## config.mk

```make
export PLATFORM = sky130hd
export DESIGN_NAME = mem_bus_arbiter
export DESIGN_NICKNAME = d
export VERILOG_FILES = /design/src/rtl/mem_bus_arbiter_pkg.sv /design/src/rtl/mem_bus_arbiter_rr_pick3.sv /design/src/rtl/mem_bus_arbiter.sv
export SDC_FILE = /design/constraint.sdc
export NUM_CORES = 1
export LEC_CHECK = 0
export CORE_ASPECT_RATIO = 1.4
export CORE_MARGIN = 10
export CORE_UTILIZATION = 27
export DETAILED_ROUTE_END_ITERATION = 8
export GPL_ROUTABILITY_DRIVEN = 0
export PLACE_DENSITY = 0.71
export REMOVE_ABC_BUFFERS = 1
export SYNTH_ARGS = -nofsm -noshare
export SYNTH_HDL_FRONTEND = slang
export SYNTH_SLANG_ARGS = --single-unit
export TNS_END_PERCENT = 1
```

## constraint.sdc

```tcl
create_clock -name clk -period 5.65 [get_ports clk]
set_clock_uncertainty 0.05 [all_clocks]
set_input_delay 1.13 -clock clk [delete_from_list [all_inputs] [get_ports clk]]
set_output_delay 1.13 -clock clk [all_outputs]
set_load 0.1 [all_outputs]
```

## src/rtl/mem_bus_arbiter_pkg.sv

```systemverilog
// Shared definitions for the memory bus arbiter: requester indices, FSM states,
// and a small modulo-3 helper used by the round-robin picker.
// No ports; imported by mem_bus_arbiter and mem_bus_arbiter_rr_pick3.
package mem_bus_arbiter_pkg;

   localparam int NUM_REQ = 3;

   // Requester port indices
   localparam logic [1:0] FETCH = 2'd0;
   localparam logic [1:0] DATA  = 2'd1;
   localparam logic [1:0] STACK = 2'd2;

   typedef enum logic [1:0] {
      ST_IDLE   = 2'd0,
      ST_ACCESS = 2'd1,
      ST_RESP   = 2'd2
   } state_t;

   // (a + b) mod 3 for a in 0..2 and b in 0..3; the sum never exceeds 5,
   // so a single conditional subtract is enough.
   function automatic logic [1:0] mod3_add(input logic [1:0] a, input logic [1:0] b);
      logic [2:0] s;
      s = {1'b0, a} + {1'b0, b};
      if (s >= 3'd3) begin
         s = s - 3'd3;
      end
      return s[1:0];
   endfunction

endpackage

```

## src/rtl/mem_bus_arbiter_rr_pick3.sv

```systemverilog
// Round-robin picker for three requesters; purely combinational (0 cycles).
// No backpressure: reports the winner among asserted requests, scanning
// last_gnt+1, last_gnt+2, last_gnt (mod 3).
// Ports: i_req[2:0] requests, i_last_gnt previous winner index,
//        o_win one-hot winner, o_win_idx winner index, o_any any request set.
module mem_bus_arbiter_rr_pick3
   import mem_bus_arbiter_pkg::*;
(
   input  logic [NUM_REQ-1:0] i_req,
   input  logic [1:0]         i_last_gnt,
   output logic [NUM_REQ-1:0] o_win,
   output logic [1:0]         o_win_idx,
   output logic               o_any
);

   logic [1:0] w_cand;

   always_comb begin
      o_win_idx = FETCH;
      o_any     = 1'b0;
      w_cand    = FETCH;
      // Scan from lowest to highest priority so the highest-priority
      // requester is the last one written.
      for (int k = NUM_REQ; k >= 1; k--) begin
         w_cand = mod3_add(i_last_gnt, 2'(k));
         if (i_req[w_cand]) begin
            o_win_idx = w_cand;
            o_any     = 1'b1;
         end
      end
      o_win = o_any ? (NUM_REQ'(1) << o_win_idx) : '0;
   end

endmodule

```

## src/rtl/mem_bus_arbiter.sv

```systemverilog
// Shares one single-port memory between fetch, data and stack requesters.
// Latency: request sampled at edge N -> ack during the cycle after edge N+MEM_LAT.
// Backpressure: losers simply wait in IDLE; one transaction per MEM_LAT+2 cycles.
// Ports: clk/reset; i_req/i_we/i_addr/i_wdata per requester (port i at [i*W +: W]);
//        o_gnt (held ACCESS..RESP), o_ack/o_err (one-cycle), o_rdata, o_busy;
//        o_mem_en/o_mem_we/o_mem_addr/o_mem_wdata to memory, i_mem_rdata from memory.
module mem_bus_arbiter
   import mem_bus_arbiter_pkg::*;
#(
   parameter int              ADDR_W      = 32,
   parameter int              DATA_W      = 32,
   parameter int              MEM_LAT     = 2,
   parameter logic [ADDR_W-1:0] STACK_LIMIT = 32'h20008C78
) (
   input  logic                       clk,
   input  logic                       reset,
   input  logic [NUM_REQ-1:0]         i_req,
   input  logic [NUM_REQ-1:0]         i_we,
   input  logic [NUM_REQ*ADDR_W-1:0]  i_addr,
   input  logic [NUM_REQ*DATA_W-1:0]  i_wdata,
   output logic [NUM_REQ-1:0]         o_gnt,
   output logic [NUM_REQ-1:0]         o_ack,
   output logic                       o_err,
   output logic [DATA_W-1:0]          o_rdata,
   output logic                       o_busy,
   output logic                       o_mem_en,
   output logic                       o_mem_we,
   output logic [ADDR_W-1:0]          o_mem_addr,
   output logic [DATA_W-1:0]          o_mem_wdata,
   input  logic [DATA_W-1:0]          i_mem_rdata
);

   localparam int               CNT_W    = (MEM_LAT > 1) ? $clog2(MEM_LAT) : 1;
   localparam logic [CNT_W-1:0] CNT_INIT = CNT_W'(MEM_LAT - 1);

   state_t              r_state;
   logic [CNT_W-1:0]    r_cnt;
   logic [1:0]          r_last_gnt;
   logic [NUM_REQ-1:0]  r_gnt;
   logic [NUM_REQ-1:0]  r_ack;
   logic                r_err;
   logic                r_busy;
   logic                r_mem_en;
   logic                r_mem_we;
   logic [ADDR_W-1:0]   r_mem_addr;
   logic [DATA_W-1:0]   r_mem_wdata;
   logic [DATA_W-1:0]   r_rdata;

   logic [NUM_REQ-1:0]  w_win;
   logic [1:0]          w_win_idx;
   logic                w_any;
   logic                w_sel_we;
   logic [ADDR_W-1:0]   w_sel_addr;
   logic [DATA_W-1:0]   w_sel_wdata;
   logic                w_refuse;

   mem_bus_arbiter_rr_pick3 u_pick (
      .i_req      (i_req),
      .i_last_gnt (r_last_gnt),
      .o_win      (w_win),
      .o_win_idx  (w_win_idx),
      .o_any      (w_any)
   );

   assign w_sel_we    = i_we[w_win_idx];
   assign w_sel_addr  = i_addr[int'(w_win_idx)*ADDR_W +: ADDR_W];
   assign w_sel_wdata = i_wdata[int'(w_win_idx)*DATA_W +: DATA_W];

   // Overflow guard: only a stack-port write to the limit is refused.
   assign w_refuse = (w_win_idx == STACK) && w_sel_we && (w_sel_addr == STACK_LIMIT);

   // The memory-side registers double as the request latch: they are loaded
   // on the grant edge and held until the next grant, so later changes on the
   // requester inputs cannot disturb an access in flight.
   always_ff @(posedge clk or posedge reset) begin
      if (reset) begin
         r_state     <= ST_IDLE;
         r_cnt       <= '0;
         r_last_gnt  <= STACK;
         r_gnt       <= '0;
         r_ack       <= '0;
         r_err       <= 1'b0;
         r_busy      <= 1'b0;
         r_mem_en    <= 1'b0;
         r_mem_we    <= 1'b0;
         r_mem_addr  <= '0;
         r_mem_wdata <= '0;
         r_rdata     <= '0;
      end else begin
         // ack/err are single-cycle pulses
         r_ack <= '0;
         r_err <= 1'b0;
         case (r_state)
            ST_IDLE: begin
               if (w_any) begin
                  r_last_gnt <= w_win_idx;
                  r_gnt      <= w_win;
                  r_busy     <= 1'b1;
                  if (w_refuse) begin
                     // Refused write goes straight to the response cycle.
                     r_state <= ST_RESP;
                     r_ack   <= w_win;
                     r_err   <= 1'b1;
                  end else begin
                     r_state     <= ST_ACCESS;
                     r_cnt       <= CNT_INIT;
                     r_mem_en    <= 1'b1;
                     r_mem_we    <= w_sel_we;
                     r_mem_addr  <= w_sel_addr;
                     r_mem_wdata <= w_sel_wdata;
                  end
               end
            end
            ST_ACCESS: begin
               if (r_cnt == '0) begin
                  if (!r_mem_we) begin
                     r_rdata <= i_mem_rdata;
                  end
                  r_mem_en <= 1'b0;
                  r_mem_we <= 1'b0;
                  r_ack    <= r_gnt;
                  r_state  <= ST_RESP;
               end else begin
                  r_cnt <= r_cnt - 1'b1;
               end
            end
            ST_RESP: begin
               r_gnt   <= '0;
               r_busy  <= 1'b0;
               r_state <= ST_IDLE;
            end
            default: begin
               r_state <= ST_IDLE;
            end
         endcase
      end
   end

   assign o_gnt       = r_gnt;
   assign o_ack       = r_ack;
   assign o_err       = r_err;
   assign o_rdata     = r_rdata;
   assign o_busy      = r_busy;
   assign o_mem_en    = r_mem_en;
   assign o_mem_we    = r_mem_we;
   assign o_mem_addr  = r_mem_addr;
   assign o_mem_wdata = r_mem_wdata;

endmodule

```

== After elaboration in Yosys (flattened, before gate mapping) ==
Index checks and enable logic that the tools add are counted.
Cells by class
  add/sub/neg operators: 7
  shifts and indexed selects: 3
  multiplexer cells: 41
  reduce and logical (&&, ||, !) cells: 12
  order comparisons: 7
  equality and inequality tests: 7
  bitwise logic cells: 3
Operator list (count)
  $shiftx A96 B8 Y32: 2
  $eq A32 B30 Y1 const B: 1
  $mux W2: 9
  $mux W1: 17
  $lt A2 B3 Y1 const B: 4
  $mux W3: 4
  $pmux W3 S2: 2
  $ge A3 B2 Y1 const B: 3
  $reduce_and A3 Y1: 3
  $bmux W1 S2: 4
  $pmux W1 S2: 4
  $add A2 B2 Y3 const B: 2
  $reduce_and A2 Y1: 3
  $sub A2 B2 Y2 const B: 3
  $eq A2 B2 Y1 const B: 2
  $ne A2 B2 Y1 const B: 2
  $pmux W2 S2: 1
  $reduce_and A4 Y1: 1
  $reduce_bool A2 Y1: 2
  $add A2 B1 Y3 const B: 1
  $not A1 Y1: 3
  $shl A1 B2 Y3 const A: 1
  $eq A2 B1 Y1 const B: 1
  $logic_and A1 B1 Y1: 2
  other kinds (3): 3
Storage, ports and cells
  output and inout bits: 106
  flip-flop bits (word level): 111
  bits of input ports: 232

== Longest topological paths before layout ==
  depth in word-level cells: 15
  gate-level depth with buffers: 14
  mapped depth without buffers: 10

== Hierarchy ==
Synthesis repeated with hierarchy kept, for this count alone.
Unflattened totals
  cell total of the unflattened synthesis: 540
  area total of the unflattened synthesis: 6093.3 µm²
By module, submodules not included
  mem_bus_arbiter: instances 1, area an instance 5859.4 µm², cells an instance 507
  mem_bus_arbiter_rr_pick3: instances 1, area an instance 234.0 µm², cells an instance 33

== Least setup slack after synthesis ==
No wires, ideal clock.
  path type: in2reg
  from: input i_req[0]
  to: register r_mem_wdata[0] (netlist: o_mem_wdata[0])
  setup time: 125 ps
  arrival time: 3135 ps
  required time: 5475 ps
  slack: 2339 ps
  stages on the path: 10
  cells stage by stage: nand2b_1 a22oi_2 o21a_4 o211ai_1 nor4_2 nand4_2 nand3_2 buf_6 buf_12 mux2_4
On the way
  word-level cells in the longest chain between the ends: 11
  elaborated cells on any way between the ends: 22
RTL lines
  start: declaration: RTL line mem_bus_arbiter.sv:17  | input logic [NUM_REQ-1:0] i_req,
  branches (longest 11 deep; another with $shiftx A96 B8 Y32)
  end signal: assignment: RTL line mem_bus_arbiter.sv:110  | r_mem_wdata <= w_sel_wdata;
  end: declaration: RTL line mem_bus_arbiter.sv:46  | logic [DATA_W-1:0] r_mem_wdata;
Several ways; the timed one is not identified. The select of a mux whose other input is x is not followed.
A chain may end at the register's enable or synchronous reset.

== Final worst setup path ==
  from: input i_req[2]
  to: register r_mem_wdata[8] (netlist: o_mem_wdata[8])
Same word-level chain as after synthesis.

==> results <==
- After the first detailed-routing iteration, the DRC count stood at ~250.
- The largest fanout on the critical path is 34.
- The area after detailed placement is 9445 µm².
- The setup violation total in the final timing report is 0.
- The element type at the critical path end is a register.
- The hold slack is between 0.4 and 0.5 ns.
- The vertical die dimension is slightly below 200 µm.
- The nature of the critical path startpoint is a primary input.
- The final net count is 1109.
- CTS built an H-tree with a depth of 3.
- The slew at the pin closest to its max-slew limit is ~1.1 ns.
- The number of input and output port buffers inserted is about 340.
- The total overflow left after global routing is 0.
- The run finished with clean final reports.
- The final standard cell count with taps included and fillers excluded is between 1000 and 1500.
- The most numerous cell in the Yosys netlist is sky130_fd_sc_hd__nand2_1.
- After detailed routing, the average wire length per cell comes to 20.32 µm.
- For this run, the top clock speed supported by timing is about 230 MHz.
- The starting density of the core is a little over a quarter.
- After routing the design area is a little under 10000 µm².
- The count of instances resized after the clock tree is built is 0.
- Setup repair after global routing left no endpoint under its margin.
- The shortest clock period the worst path allows after layout is approximately 4.4 ns.
- Dividing the detail-routed via count by the number of cells gives ~4.8.
- The first element of the critical path is i_req[2].
- The detailed-routing iteration count for the pre-antenna-repair pass is 6.
- The final clock period utilization by the worst path is between 70% and 80%.
- The most instantiated flip-flop cell in the synthesis netlist is sky130_fd_sc_hd__dfrtp_1.
- The tree is rooted in a sky130_fd_sc_hd__clkbuf_16.
- The maximum clock insertion buffer count is 2.
- The cell area after technology mapping is about 6000 µm².
- Of the synthesized area, sequential elements account for 47.68%.
- The post-synthesis async set-or-reset flop share is between 90% and 100%.
- The half-perimeter wire length after detailed placement is roughly 19000 µm.
- The total of flip-flops plus latches after synthesis is 111.
- The max-capacitance violation count is 0.
- The initial antenna violation count is 4.
- The number of sinks on the clock net is around 110.
- The post-CTS setup-driven buffer insertion count is 0.
- The commonest cells after synthesis are 116 x sky130_fd_sc_hd__nand2_1, 110 x sky130_fd_sc_hd__dfrtp_1, 70 x sky130_fd_sc_hd__mux2_2.
- The post-detailed-routing wire length is about 23000 µm.
- Data on the critical path is required at its endpoint by 5.84 ns.
- The global-route total usage across every layer is 16.03%.
- The area of the die is 27950 µm².
- Yosys attributes the largest share of cell area to sky130_fd_sc_hd__dfrtp_1 47%, sky130_fd_sc_hd__mux2_2 14%, sky130_fd_sc_hd__nand2_1 7.5%, sky130_fd_sc_hd__a22oi_1 6.4%, sky130_fd_sc_hd__mux2_4 5.4%.
- In this run the critical register-to-register path is launched from r_last_gnt[0].
- Entering global routing, the biggest net connects between 70 and 80 pins.
- Following the worst setup path forward leads to its endpoint at o_mem_wdata[8].
- The width of the die is ~140 µm.
- The max-slew violation count is 0.
- The detail route stage leaves a number of antenna-violating nets equal to 0.
- Each instance of the synthesized netlist takes up on average between 10 and 15 µm².
- The number of cells on the worst reg-to-reg path is 12.
- Buffers inserted during clock tree synthesis total 9.
- The reg-to-reg setup timing slack is between 1 and 1.5 ns.
- The initialized floorplan defines 63 standard-cell rows.
- The count of final hold-check violations is 0.
- The first global-routing pass estimated 34390 µm of wire.
- The clock tree from TritonCTS is yes.
- By startpoint and endpoint, the worst setup path is classified as primary input to register.
- Clock latency on the worst-skew pair, taken at its later pin, is roughly 0.35 ns.
- The min-delay analysis places its worst path in the category register to register.
- The layout overhead on the synthesized area is 67.39%.
- The core region area is approximately 21000 µm².
- After clock tree synthesis, the clock-pin slew on the worst setup and hold paths is ~0.080 ns.
- Data on the critical path arrives at its endpoint at 4.60 ns.
- The top cell type by total area after synthesis is sky130_fd_sc_hd__dfrtp_1.
- The number of global-route vias before repair came to ~5800.
- The share of final-layout standard cells stronger than drive strength 1 is 14.79%.
- The final route contains ~5500 vias.
- The number of library cell types mapped by synthesis is between 50 and 60.
- The gate count after technology mapping is roughly 550.
- Yosys mapped a number of flops with a built-in enable equal to 0.
- Headroom to the max-slew limit came out at a little under 30%.
- The count of warnings emitted by yosys is 0.
- The endpoint identified for the worst register-to-register timing path is o_mem_wdata[19].
- The number of hold-repair buffers added at the cts stage is 0.
- In this run, placement finished with an instance count of ~1100.
- The number of primary I/O pins is around 340.
- In this run the biggest area consumer among cell types represents roughly 47% of the synthesized area.
- After detailed routing, the number of remaining DRC violations is 0.
[placed cells by master (no fill, tap or decap), types with 4 or more instances in the layout]
| cell | n |
|---|---|
| sky130_fd_sc_hd__a21oi_1 | 9 |
| sky130_fd_sc_hd__a22o_1 | 6 |
| sky130_fd_sc_hd__a22oi_1 | 50 |
| sky130_fd_sc_hd__buf_4 | 8 |
| sky130_fd_sc_hd__clkbuf_16 | 9 |
| sky130_fd_sc_hd__clkdlybuf4s50_1 | 337 |
| sky130_fd_sc_hd__dfrtp_1 | 110 |
| sky130_fd_sc_hd__diode_2 | 4 |
| sky130_fd_sc_hd__inv_1 | 11 |
| sky130_fd_sc_hd__mux2_2 | 70 |
| sky130_fd_sc_hd__mux2_4 | 21 |
| sky130_fd_sc_hd__mux2i_1 | 4 |
| sky130_fd_sc_hd__nand2_1 | 116 |
| sky130_fd_sc_hd__nand2b_1 | 6 |
| sky130_fd_sc_hd__nand3_1 | 7 |
| sky130_fd_sc_hd__nor2_1 | 21 |
| sky130_fd_sc_hd__nor3_1 | 9 |
| sky130_fd_sc_hd__nor4_1 | 4 |
| sky130_fd_sc_hd__nor4b_1 | 4 |
| sky130_fd_sc_hd__o211ai_1 | 10 |
| sky130_fd_sc_hd__o21ai_0 | 11 |
| sky130_fd_sc_hd__o22ai_1 | 8 |
[logic make-up after synthesis]
group / after synthesis / synth area share [%]
flops: 111 / 47.68
simple gates: 186 / 14.38
mux: 95 / 19.62
fa+ha+maj: 5 / 1.009
compound gates: 108 / 13.29
buf+inv: 44 / 4.015
[state kept, by name, summed over array words and instances, names as in the netlist]
name	count
o_gnt	3
o_rdata	32
o_mem_wdata	32
r_last_gnt	2
o_ack	3
o_busy	1
o_mem_en	1
o_mem_we	1
o_err	1
r_state	2
r_cnt	1
o_mem_addr	32
[through the flow]
| stage | TNS (ns) | utilization, % | setup slack [ns] |
|---|---|---|---|
| 3_5_place_dp | 0 | 44.54 | 0.8522 |
| 6_report | 0 | 46.01 | 1.239 |
| 2_1_floorplan | -10.52 | - | -0.1804 |
| 4_1_cts | 0 | 45.96 | 1.237 |
| 5_1_grt | 0 | 45.96 | 1.058 |
| 3_3_place_gp | 0 | 44.54 | 0.9321 |
[final cells by class]
class                      instances  area (µm²)
timing repair buffer             346        3453
clock buffer                       9       225.2
inverter                          12       47.55
multi-input combinational        394        2840
antenna                            4       10.01
sequential                       111        2779
fill                            1970       11450
tap                              260       325.3
clock inverter                     7       75.07
[worst max-delay path, stage by stage]
cell	delay, ns
sky130_fd_sc_hd__clkdlybuf4s50_1	0.50
sky130_fd_sc_hd__nand2b_1	0.20
sky130_fd_sc_hd__a22oi_2	0.32
sky130_fd_sc_hd__o21a_4	0.44
sky130_fd_sc_hd__buf_4	0.41
sky130_fd_sc_hd__mux2_4	0.34
sky130_fd_sc_hd__o211a_1	0.21
sky130_fd_sc_hd__nand4_2	0.16
sky130_fd_sc_hd__nand3_4	0.21
sky130_fd_sc_hd__buf_4	0.32
sky130_fd_sc_hd__mux2_4	0.32
[how the worst min path moves through the flow]
stage | startpoint | to | slack (ns) | cells after the start
after detailed placement | o_mem_addr[31] | o_mem_addr[31] | 0.43 | 1
final | o_mem_addr[31] | o_mem_addr[31] | 0.45 | 1
after global placement | o_mem_addr[31] | o_mem_addr[31] | 0.42 | 1
after CTS | o_mem_addr[31] | o_mem_addr[31] | 0.44 | 1
after floorplan | r_cnt | r_cnt | 0.42 | 2
after global routing | o_rdata[2] | o_rdata[2] | 0.47 | 1
[routing by layer]
| layer | share of wire, % | routed length, µm | vias up | global-route usage [%] |
|---|---|---|---|---|
| met1 | 37 | 8517 | 2618 | 17.07 |
| met2 | 52 | 12000 | 215 | 28.13 |
| li1 | - | - | 2637 | - |
| met4 | 3.1 | 731 | 4 | 6.358 |
| met5 | 0.12 | 27 | - | 0 |
| met3 | 8.4 | 1953 | 39 | 5.392 |
Power is left out: the tool's default activity adds up to more than one toggle a clock period on the data nets, which glitch-free logic cannot reach.
==> variant (same flow settings) <==
`MEM_LAT`: 2 -> 1. Comments in the files are not updated.
--- a/src/rtl/mem_bus_arbiter.sv
+++ b/src/rtl/mem_bus_arbiter.sv
@@ -9,7 +9,7 @@
 #(
    parameter int              ADDR_W      = 32,
    parameter int              DATA_W      = 32,
-   parameter int              MEM_LAT     = 2,
+   parameter int              MEM_LAT     = 1,
    parameter logic [ADDR_W-1:0] STACK_LIMIT = 32'h20008C78
 ) (
    input  logic                       clk,
Function: changed (Yosys sat finds a counterexample within 4 cycles, from zero or initial values and one cycle with reset high).
==> variant against the unedited design <==
Setup slack better by 270 ps. Area after synthesis down 4.1%. Final cell count down 3.5%. Sequential cell count decreased by 1. Routed wire length decreased by 3.9%. Design area fell by 2.5%. Critical endpoint is now o_mem_addr[31]$_DFFE_PP0P_. Largest cell class unchanged.
Power is left out: the tool's default activity adds up to more than one toggle a clock period on the data nets, which glitch-free logic cannot reach.
==> variant: results (changes against the unedited design) <==
post-route insts no fill - 1103 (-3.5%)
Crit Path Max Fanout - 37 (+8.8%)
status - complete, no violations
ranking of synthesized cells by area - dfrtp_1, mux2_4, mux2_2
placed instance count - 1087 (-3.2%)
DR vias - 5222 (-5.3%)
Worst Tran Pin Value - 1071 ps (+11.41 ps)
Synth top cells by count - nand2_1, dfrtp_1, a22oi_1, mux2_2, mux2_4
Max clock buf depth - 2 (unchanged)
Port Buf Inserts - 337 (unchanged)
first-pass GRT wire length - 32270 microns (-6.2%)
Yosys cell types - 45 (-13%)
drt wl/cell - 20.24 microns (-0.42%)
Worst EP arrival - 4330 ps (-270 ps)
largest net degree at the start of global routing - 80 (+5.3%)
setup bufs post-CTS - 0 (unchanged)
number of antenna violations at the first check in global routing - 0 (-4)
DP HPWL - 17790 microns (-7.2%)
vias in the first global route - 5440 (-5.7%)
antenna diode count - 0 (-4)
ys flop type - dfrtp_1
GRT Util Overall - 0.1541 (-0.006180)
post-synthesis sequential area ratio - 0.4925 (+0.01569)
cell count after synthesis - 518 (-5.6%)
layout cell share with drive strength beyond 1 - 0.1405 (-0.007399)
Starting DRT DRC Count - 263 (+4.0%)
DRT Pass-1 Iters - 5 (-1)
Fillers - 1965 (-0.25%)
-- variant: cell count changes after synthesis, sizes merged, moves of 4 or more --
cell    unedited run  this run
mux2              91        83
a22o               6        11
nand2            116       110
nand3              8         3
o22ai              8        15
a22oi             51        44
inv               12        20
nor3               9         5
o211ai            10         0
a21oi              9        13
-- variant: metal layers --
layer | GRT usage | share of wire
met5 | 0 | 0
met2 | 0.2815 | 0.54
met3 | 0.04163 | 0.078
met4 | 0.05004 | 0.016
met1 | 0.1672 | 0.37
-- variant: worst max-delay path: stages --
cell             delay [ps]
clkdlybuf4s50_1         460
nor2b_2                 180
a22oi_1                 400
o22a_2                  630
a221oi_1                210
o211a_1                 250
a21oi_4                 140
buf_4                   490
mux2_2                  400
-- variant: logic make-up after synthesis --
| family | count (synthesis) | share of synthesized area |
|---|---|---|
| AO/OA/AOI/OAI | 110 | 0.1383 |
| adder cells (fa/ha/maj) | 3 | 0.006714 |
| buffers and inverters | 51 | 0.04162 |
| flip-flops | 110 | 0.4925 |
| multiplexers | 86 | 0.1994 |
| AND/OR/NAND/NOR | 158 | 0.1215 |
-- variant: final cells by class --
class | instances | area (sq um) | area share
clock buffers | 9 | 225.2 | 0.02367
well taps | 256 | 320.3 | 0.03366
inverters | 20 | 77.57 | 0.008153
repair buffers | 344 | 3426 | 0.3600
flip-flops and latches | 110 | 2754 | 0.2894
multi-input cells | 357 | 2635 | 0.2769
clock inverters | 7 | 77.57 | 0.008153
-- variant: path summary, 6_finish.rpt --
check	startpoint	cells past startpoint	endpoint	slack (ps)
min in group asynchronous	reset	2	o_rdata[2]$_DFFE_PP0P_	1320
worst max register to register	r_last_gnt[1]$_DFFE_PP1P_	10	o_mem_addr[31]$_DFFE_PP0P_	1810
worst min-delay path	o_rdata[5]$_DFFE_PP0P_	1	o_rdata[5]$_DFFE_PP0P_	460
worst min register to register	o_rdata[5]$_DFFE_PP0P_	1	o_rdata[5]$_DFFE_PP0P_	460
max in group asynchronous	reset	3	o_mem_addr[24]$_DFFE_PP0P_	3220
worst max-delay path	i_req[2]	9	o_mem_addr[31]$_DFFE_PP0P_	1510
-- variant: through the flow --
| stage | utilization | cell area (sq um) | setup slack [ps] |
|---|---|---|---|
| 3_3_place_gp | 0.4498 | 9213 | 1227 |
| 3_5_place_dp | 0.4498 | 9213 | 1129 |
| 4_1_cts | 0.4646 | 9515 | 1509 |
| 5_1_grt | 0.4646 | 9515 | 1293 |
| 6_report | 0.4646 | 9515 | 1507 |
| 2_1_floorplan | - | 5434 | -3140 |
